File: src/rtl/ulpi_csr_arbiter.sv
// ulpi_csr_arbiter: round-robin two-master AXI-Lite arbiter in front of the ULPI CSR port, one transaction in flight
module ulpi_csr_arbiter #(
  parameter int ADDR_WIDTH = 32,
  parameter int DATA_WIDTH = 32
) (
  input  logic                      ulpi_clk,
  input  logic                      ulpi_rst,
  input  logic [ADDR_WIDTH-1:0]     s0_csr_awaddr,
  input  logic [2:0]                s0_csr_awprot,
  input  logic                      s0_csr_awvalid,
  output logic                      s0_csr_awready,
  input  logic [DATA_WIDTH-1:0]     s0_csr_wdata,
  input  logic [DATA_WIDTH/8-1:0]   s0_csr_wstrb,
  input  logic                      s0_csr_wvalid,
  output logic                      s0_csr_wready,
  output logic [1:0]                s0_csr_bresp,
  output logic                      s0_csr_bvalid,
  input  logic                      s0_csr_bready,
  input  logic [ADDR_WIDTH-1:0]     s0_csr_araddr,
  input  logic [2:0]                s0_csr_arprot,
  input  logic                      s0_csr_arvalid,
  output logic                      s0_csr_arready,
  output logic [DATA_WIDTH-1:0]     s0_csr_rdata,
  output logic [1:0]                s0_csr_rresp,
  output logic                      s0_csr_rvalid,
  input  logic                      s0_csr_rready,
  input  logic [ADDR_WIDTH-1:0]     s1_csr_awaddr,
  input  logic [2:0]                s1_csr_awprot,
  input  logic                      s1_csr_awvalid,
  output logic                      s1_csr_awready,
  input  logic [DATA_WIDTH-1:0]     s1_csr_wdata,
  input  logic [DATA_WIDTH/8-1:0]   s1_csr_wstrb,
  input  logic                      s1_csr_wvalid,
  output logic                      s1_csr_wready,
  output logic [1:0]                s1_csr_bresp,
  output logic                      s1_csr_bvalid,
  input  logic                      s1_csr_bready,
  input  logic [ADDR_WIDTH-1:0]     s1_csr_araddr,
  input  logic [2:0]                s1_csr_arprot,
  input  logic                      s1_csr_arvalid,
  output logic                      s1_csr_arready,
  output logic [DATA_WIDTH-1:0]     s1_csr_rdata,
  output logic [1:0]                s1_csr_rresp,
  output logic                      s1_csr_rvalid,
  input  logic                      s1_csr_rready,
  output logic [ADDR_WIDTH-1:0]     m_csr_awaddr,
  output logic [2:0]                m_csr_awprot,
  output logic                      m_csr_awvalid,
  input  logic                      m_csr_awready,
  output logic [DATA_WIDTH-1:0]     m_csr_wdata,
  output logic [DATA_WIDTH/8-1:0]   m_csr_wstrb,
  output logic                      m_csr_wvalid,
  input  logic                      m_csr_wready,
  input  logic [1:0]                m_csr_bresp,
  input  logic                      m_csr_bvalid,
  output logic                      m_csr_bready,
  output logic [ADDR_WIDTH-1:0]     m_csr_araddr,
  output logic [2:0]                m_csr_arprot,
  output logic                      m_csr_arvalid,
  input  logic                      m_csr_arready,
  input  logic [DATA_WIDTH-1:0]     m_csr_rdata,
  input  logic [1:0]                m_csr_rresp,
  input  logic                      m_csr_rvalid,
  output logic                      m_csr_rready,
  output logic                      grant,
  output logic                      busy
);
  typedef enum logic [2:0] {IDLE, WRITE, WRESP, READ, RDATA} state_t;
  state_t state_q, state_d;
  logic grant_q, grant_d, aw_done_q, aw_done_d, w_done_q, w_done_d, busy_q, busy_d;
  logic [1:0] req_w, req_r, req;
  logic sel, st_w, st_b, st_ar, st_r, aw_hs, w_hs;
  always_comb begin
    req_w = {s1_csr_awvalid, s0_csr_awvalid};
    req_r = {s1_csr_arvalid, s0_csr_arvalid};
    req = req_w | req_r;
    sel = (req == 2'b11) ? ~grant_q : req[1];
    st_w = state_q == WRITE;
    st_b = state_q == WRESP;
    st_ar = state_q == READ;
    st_r = state_q == RDATA;
    // payloads always follow grant so the downstream port never sees X in IDLE
    m_csr_awaddr = grant_q ? s1_csr_awaddr : s0_csr_awaddr;
    m_csr_awprot = grant_q ? s1_csr_awprot : s0_csr_awprot;
    m_csr_wdata = grant_q ? s1_csr_wdata : s0_csr_wdata;
    m_csr_wstrb = grant_q ? s1_csr_wstrb : s0_csr_wstrb;
    m_csr_araddr = grant_q ? s1_csr_araddr : s0_csr_araddr;
    m_csr_arprot = grant_q ? s1_csr_arprot : s0_csr_arprot;
    m_csr_awvalid = st_w & ~aw_done_q & (grant_q ? s1_csr_awvalid : s0_csr_awvalid);
    m_csr_wvalid = st_w & ~w_done_q & (grant_q ? s1_csr_wvalid : s0_csr_wvalid);
    m_csr_bready = st_b & (grant_q ? s1_csr_bready : s0_csr_bready);
    m_csr_arvalid = st_ar & (grant_q ? s1_csr_arvalid : s0_csr_arvalid);
    m_csr_rready = st_r & (grant_q ? s1_csr_rready : s0_csr_rready);
    s0_csr_awready = st_w & ~grant_q & ~aw_done_q & m_csr_awready;
    s1_csr_awready = st_w & grant_q & ~aw_done_q & m_csr_awready;
    s0_csr_wready = st_w & ~grant_q & ~w_done_q & m_csr_wready;
    s1_csr_wready = st_w & grant_q & ~w_done_q & m_csr_wready;
    s0_csr_bvalid = st_b & ~grant_q & m_csr_bvalid;
    s1_csr_bvalid = st_b & grant_q & m_csr_bvalid;
    s0_csr_bresp = m_csr_bresp;
    s1_csr_bresp = m_csr_bresp;
    s0_csr_arready = st_ar & ~grant_q & m_csr_arready;
    s1_csr_arready = st_ar & grant_q & m_csr_arready;
    s0_csr_rvalid = st_r & ~grant_q & m_csr_rvalid;
    s1_csr_rvalid = st_r & grant_q & m_csr_rvalid;
    s0_csr_rdata = m_csr_rdata;
    s1_csr_rdata = m_csr_rdata;
    s0_csr_rresp = m_csr_rresp;
    s1_csr_rresp = m_csr_rresp;
    aw_hs = m_csr_awvalid & m_csr_awready;
    w_hs = m_csr_wvalid & m_csr_wready;
    state_d = state_q;
    grant_d = grant_q;
    aw_done_d = aw_done_q | aw_hs;
    w_done_d = w_done_q | w_hs;
    case (state_q)
      IDLE: if (|req) begin
        grant_d = sel;
        state_d = req_w[sel] ? WRITE : READ;
      end
      WRITE: if (aw_done_d & w_done_d) begin
        state_d = WRESP;
        aw_done_d = 1'b0;
        w_done_d = 1'b0;
      end
      WRESP: state_d = (m_csr_bvalid & m_csr_bready) ? IDLE : WRESP;
      READ: state_d = (m_csr_arvalid & m_csr_arready) ? RDATA : READ;
      RDATA: state_d = (m_csr_rvalid & m_csr_rready) ? IDLE : RDATA;
      default: state_d = IDLE;
    endcase
    busy_d = state_d != IDLE;
  end
  always_ff @(posedge ulpi_clk) begin
    if (ulpi_rst) begin
      state_q <= IDLE;
      grant_q <= 1'b1;
      aw_done_q <= 1'b0;
      w_done_q <= 1'b0;
      busy_q <= 1'b0;
    end else begin
      state_q <= state_d;
      grant_q <= grant_d;
      aw_done_q <= aw_done_d;
      w_done_q <= w_done_d;
      busy_q <= busy_d;
    end
  end
  assign grant = grant_q;
  assign busy = busy_q;
endmodule

File: config.mk
export PLATFORM = sky130hd
export DESIGN_NAME = ulpi_csr_arbiter
export DESIGN_NICKNAME = d
export VERILOG_FILES = /design/src/rtl/ulpi_csr_arbiter.sv
export SDC_FILE = /design/constraint.sdc
export NUM_CORES = 1
export LEC_CHECK = 0
export CAP_MARGIN = 0
export CORE_AREA = 2 2 180 182
export CTS_BUF_LIST = sky130_fd_sc_hd__clkbuf_4
export CTS_CLUSTER_DIAMETER = 50
export CTS_CLUSTER_SIZE = 24
export DETAILED_ROUTE_END_ITERATION = 8
export DIE_AREA = 0 0 182 184
export PLACE_DENSITY_LB_ADDON = 0.15
export SLEW_MARGIN = 20
export SYNTH_ARGS = -nofsm -noshare
export SYNTH_HDL_FRONTEND = slang
export SYNTH_SLANG_ARGS = --single-unit
File: constraint.sdc
create_clock -name ulpi_clk -period 3.25 [get_ports ulpi_clk]
set_clock_uncertainty 0.2 [all_clocks]
set_input_delay 0.4875 -clock ulpi_clk [delete_from_list [all_inputs] [get_ports ulpi_clk]]
set_output_delay 0.4875 -clock ulpi_clk [all_outputs]
set_load 0.03 [all_outputs]
==> impl_metrics.tcl <==
set metrics [dict create \
    drive_gt1_frac 0.2204 \
    leakage_nw 2.095 \
    total_power_mw 1.970 \
    first_pass_iters 4 \
    worstPathMaxFanout 25 \
    cts.sinks 7 \
    fillers 3483 \
    status "finished clean" \
    setup_tns_ns 0 \
    drv_cap 0 \
    worstMarginPinSlew_ns 0.4881 \
    final_area_um2 5866 \
    worstPathArrival_ns 2.23 \
    cts_hold_buf 0 \
    clock_path_buffers 2 \
    antenna_found_initial 2 \
    syn_avg_cell_area_um2 8.800 \
    place_inst 938 \
    clkPwrFrac 0.048 \
    internal_power_mw 1.051 \
    placed_area_um2 5828 \
    fin_nets 806 \
    fin_crit_sh 0.8991 \
    synth-warning-count 0 \
    syn2layout_area_growth_pct 148.7 \
    synthTopCellsByArea "mux2_2 49%, buf_4 23%, dfxtp_1 5.9%" \
    track_usage 0.08259 \
    wl_per_cell_um 16.06 \
    p_switching_uw 919.2 \
    synth_top_area_cell "mux2_2" \
    finalSetupViolCount 0 \
    dp_hpwl_um 13550 \
    setup_ws_ns 0.3278 \
    timing.hold.ws_ns 0.3749 \
    cpPeakStageDelay_ns 0.60 \
    ys_seq_elements 7 \
    synth-async-reset-ratio 0 \
    slew_viol_final 0 \
    finalCriticalPeriod_ns 2.922 \
    path_clk_slew_ns 0.06 \
    worst-path-buf-inv 2 \
    grt_pass1_vias 3247 \
    yosys.cell_types.count 31 \
    synth_ff_type "dfxtp_1" \
    swShare 0.4666 \
    rows 65 \
    synth_edf_count 0 \
    cts_tree "built" \
    die_h_um 184 \
    netlist_instances 268 \
    routabilityCongestion 0.7994 \
    crit_type "reg2out" \
    die_w_um 182 \
    vias 2966 \
    drt_iter0_drc 49 \
    io-pin-count 460 \
    crit_chain "buf_4 > mux2_2 > clkdlybuf4s50_1" \
    detail-route-antenna-nets 0 \
    synth_common_cells "103 x mux2_2, 73 x buf_4, 14 x nor2_1" \
    post_cts_buffers 0 \
    combPwrFrac 0.884 \
    rsz0062_at_grt "no" \
    wl_um 15180 \
    max_freq_ghz 0.3422 \
    hp-class "reg2reg" \
    syn-cell-area_um2 2359 \
    ff_latch_area_um2 143.9 \
    grt_max_degree 45 \
    path_delay_family "buffers and inverters" \
    cts_buffers 3 \
    core_um2 31390 \
    slew_headroom 0.6712 \
    powerDensity_nw_per_um2 335.9 \
    cts_resized 0 \
    io_buffers 351 \
    syn-num-nets 533 \
    layout.cells.non_filler 945 \
    yosys.area.top_type_share 0.4918 \
    seq_area_frac_synth 0.05942 \
    crit_slowest_cell "clkdlybuf4s50_1" \
    drc 0 \
    worstSetupEndpointType "output pin" \
    insertion_delay_ns 0.26 \
    final_hold_viol_count 0 \
    crit_required_ns 2.56 \
    yosysMostFrequentCell "mux2_2" \
    dpl_worst_slack_ns 0.4540 \
    final_core_util 0.1868 \
    root_buffer "clkbuf_4" \
    die_area_um2 33490 \
    htreeDepth 1 \
    crit_path_start_kind "flop" \
    p_seq_frac 0.068 \
    viasPerCell 3.139 \
    grt_pass1_wl_um 20660 \
    start_util 0.07513 \
    ir_drop_v 0.0001600 \
    grt_overflow 0 \
    multi_input_area_um2 1588 \
]
## state kept, by name (all words and copies together) (netlist names)
signal and cells:
state_q 3, aw_done_q 1, busy 1, grant 1
w_done_q 1
## area by class of cell
| type | count | share of cell area |
|---|---|---|
| sequential | 7 | 0.02453 |
| inverter | 4 | 0.002560 |
| timing repair buffer | 355 | 0.6101 |
| tap | 402 | 0.08575 |
| antenna | 3 | 0.001280 |
| clock buffer | 4 | 0.005119 |
| multi-input combinational | 170 | 0.2707 |
## worst register-to-register path, cell delays in order, from the launching register on
cell	delay [ns]
dfxtp_4	0.58
buf_4	0.38
a211o_1	0.17
o21ai_0	0.19
a211o_1	0.36
o31a_1	0.31
## path summary, 6_finish.rpt
path | end | cells past startpoint | from | slack, ns
max | m_csr_arprot[2] | 3 | grant | 0.33
min | aw_done_q | 2 | aw_done_q | 0.37
max reg2reg | busy | 5 | grant | 0.94
min reg2reg | aw_done_q | 2 | aw_done_q | 0.37
## power by group through the flow
stage / combinational [mW] / sequential [mW] / clock [mW]
floorplan: 1.11 / 0.120 / 0
global placement: 1.77 / 0.137 / 0
detailed placement: 1.76 / 0.139 / 0
CTS: 1.77 / 0.137 / 0.0975
global route: 1.83 / 0.139 / 0.102
finish: 1.74 / 0.135 / 0.0938
## routing by layer
layer,wire length [um],share of wire,track usage,vias up
li1,-,-,-,1422
met1,5560,0.37,0.08887,1375
met2,8363,0.55,0.1598,149
met3,1154,0.076,0.02932,18
met4,80,0.0053,0.007097,2
met5,18,0.0012,0,-
## layout by cell type (no fill, tap or decap), types with 2 or more instances in the layout
cell type	synthesis	final
a211o_1	2	2
a21oi_1	4	4
a21oi_2	2	2
a31oi_1	3	3
and2_1	4	4
and3_1	2	2
buf_12	0	3
buf_4	73	2
clkbuf_4	0	4
clkdlybuf4s50_1	0	350
dfxtp_1	7	6
diode_2	0	3
inv_1	3	3
mux2_1	4	4
mux2_2	103	103
mux2_4	3	3
nand2_1	3	3
nand2b_1	2	2
nand3_1	2	2
nor2_1	14	14
nor2b_1	2	2
nor3_1	6	6
o21ai_0	4	4
o21ai_1	2	2
## kinds of logic (layout without fill, tap and decap cells)
family,Yosys count,count (layout),share of synthesized area
AO/OA/AOI/OAI,21,21,0.05836
buffers and inverters,91,363,0.2674
flip-flops,7,7,0.05941
multiplexers,111,111,0.5342
other,0,3,0
AND/OR/NAND/NOR,38,38,0.08064
(Power assumes the default switching activity.)
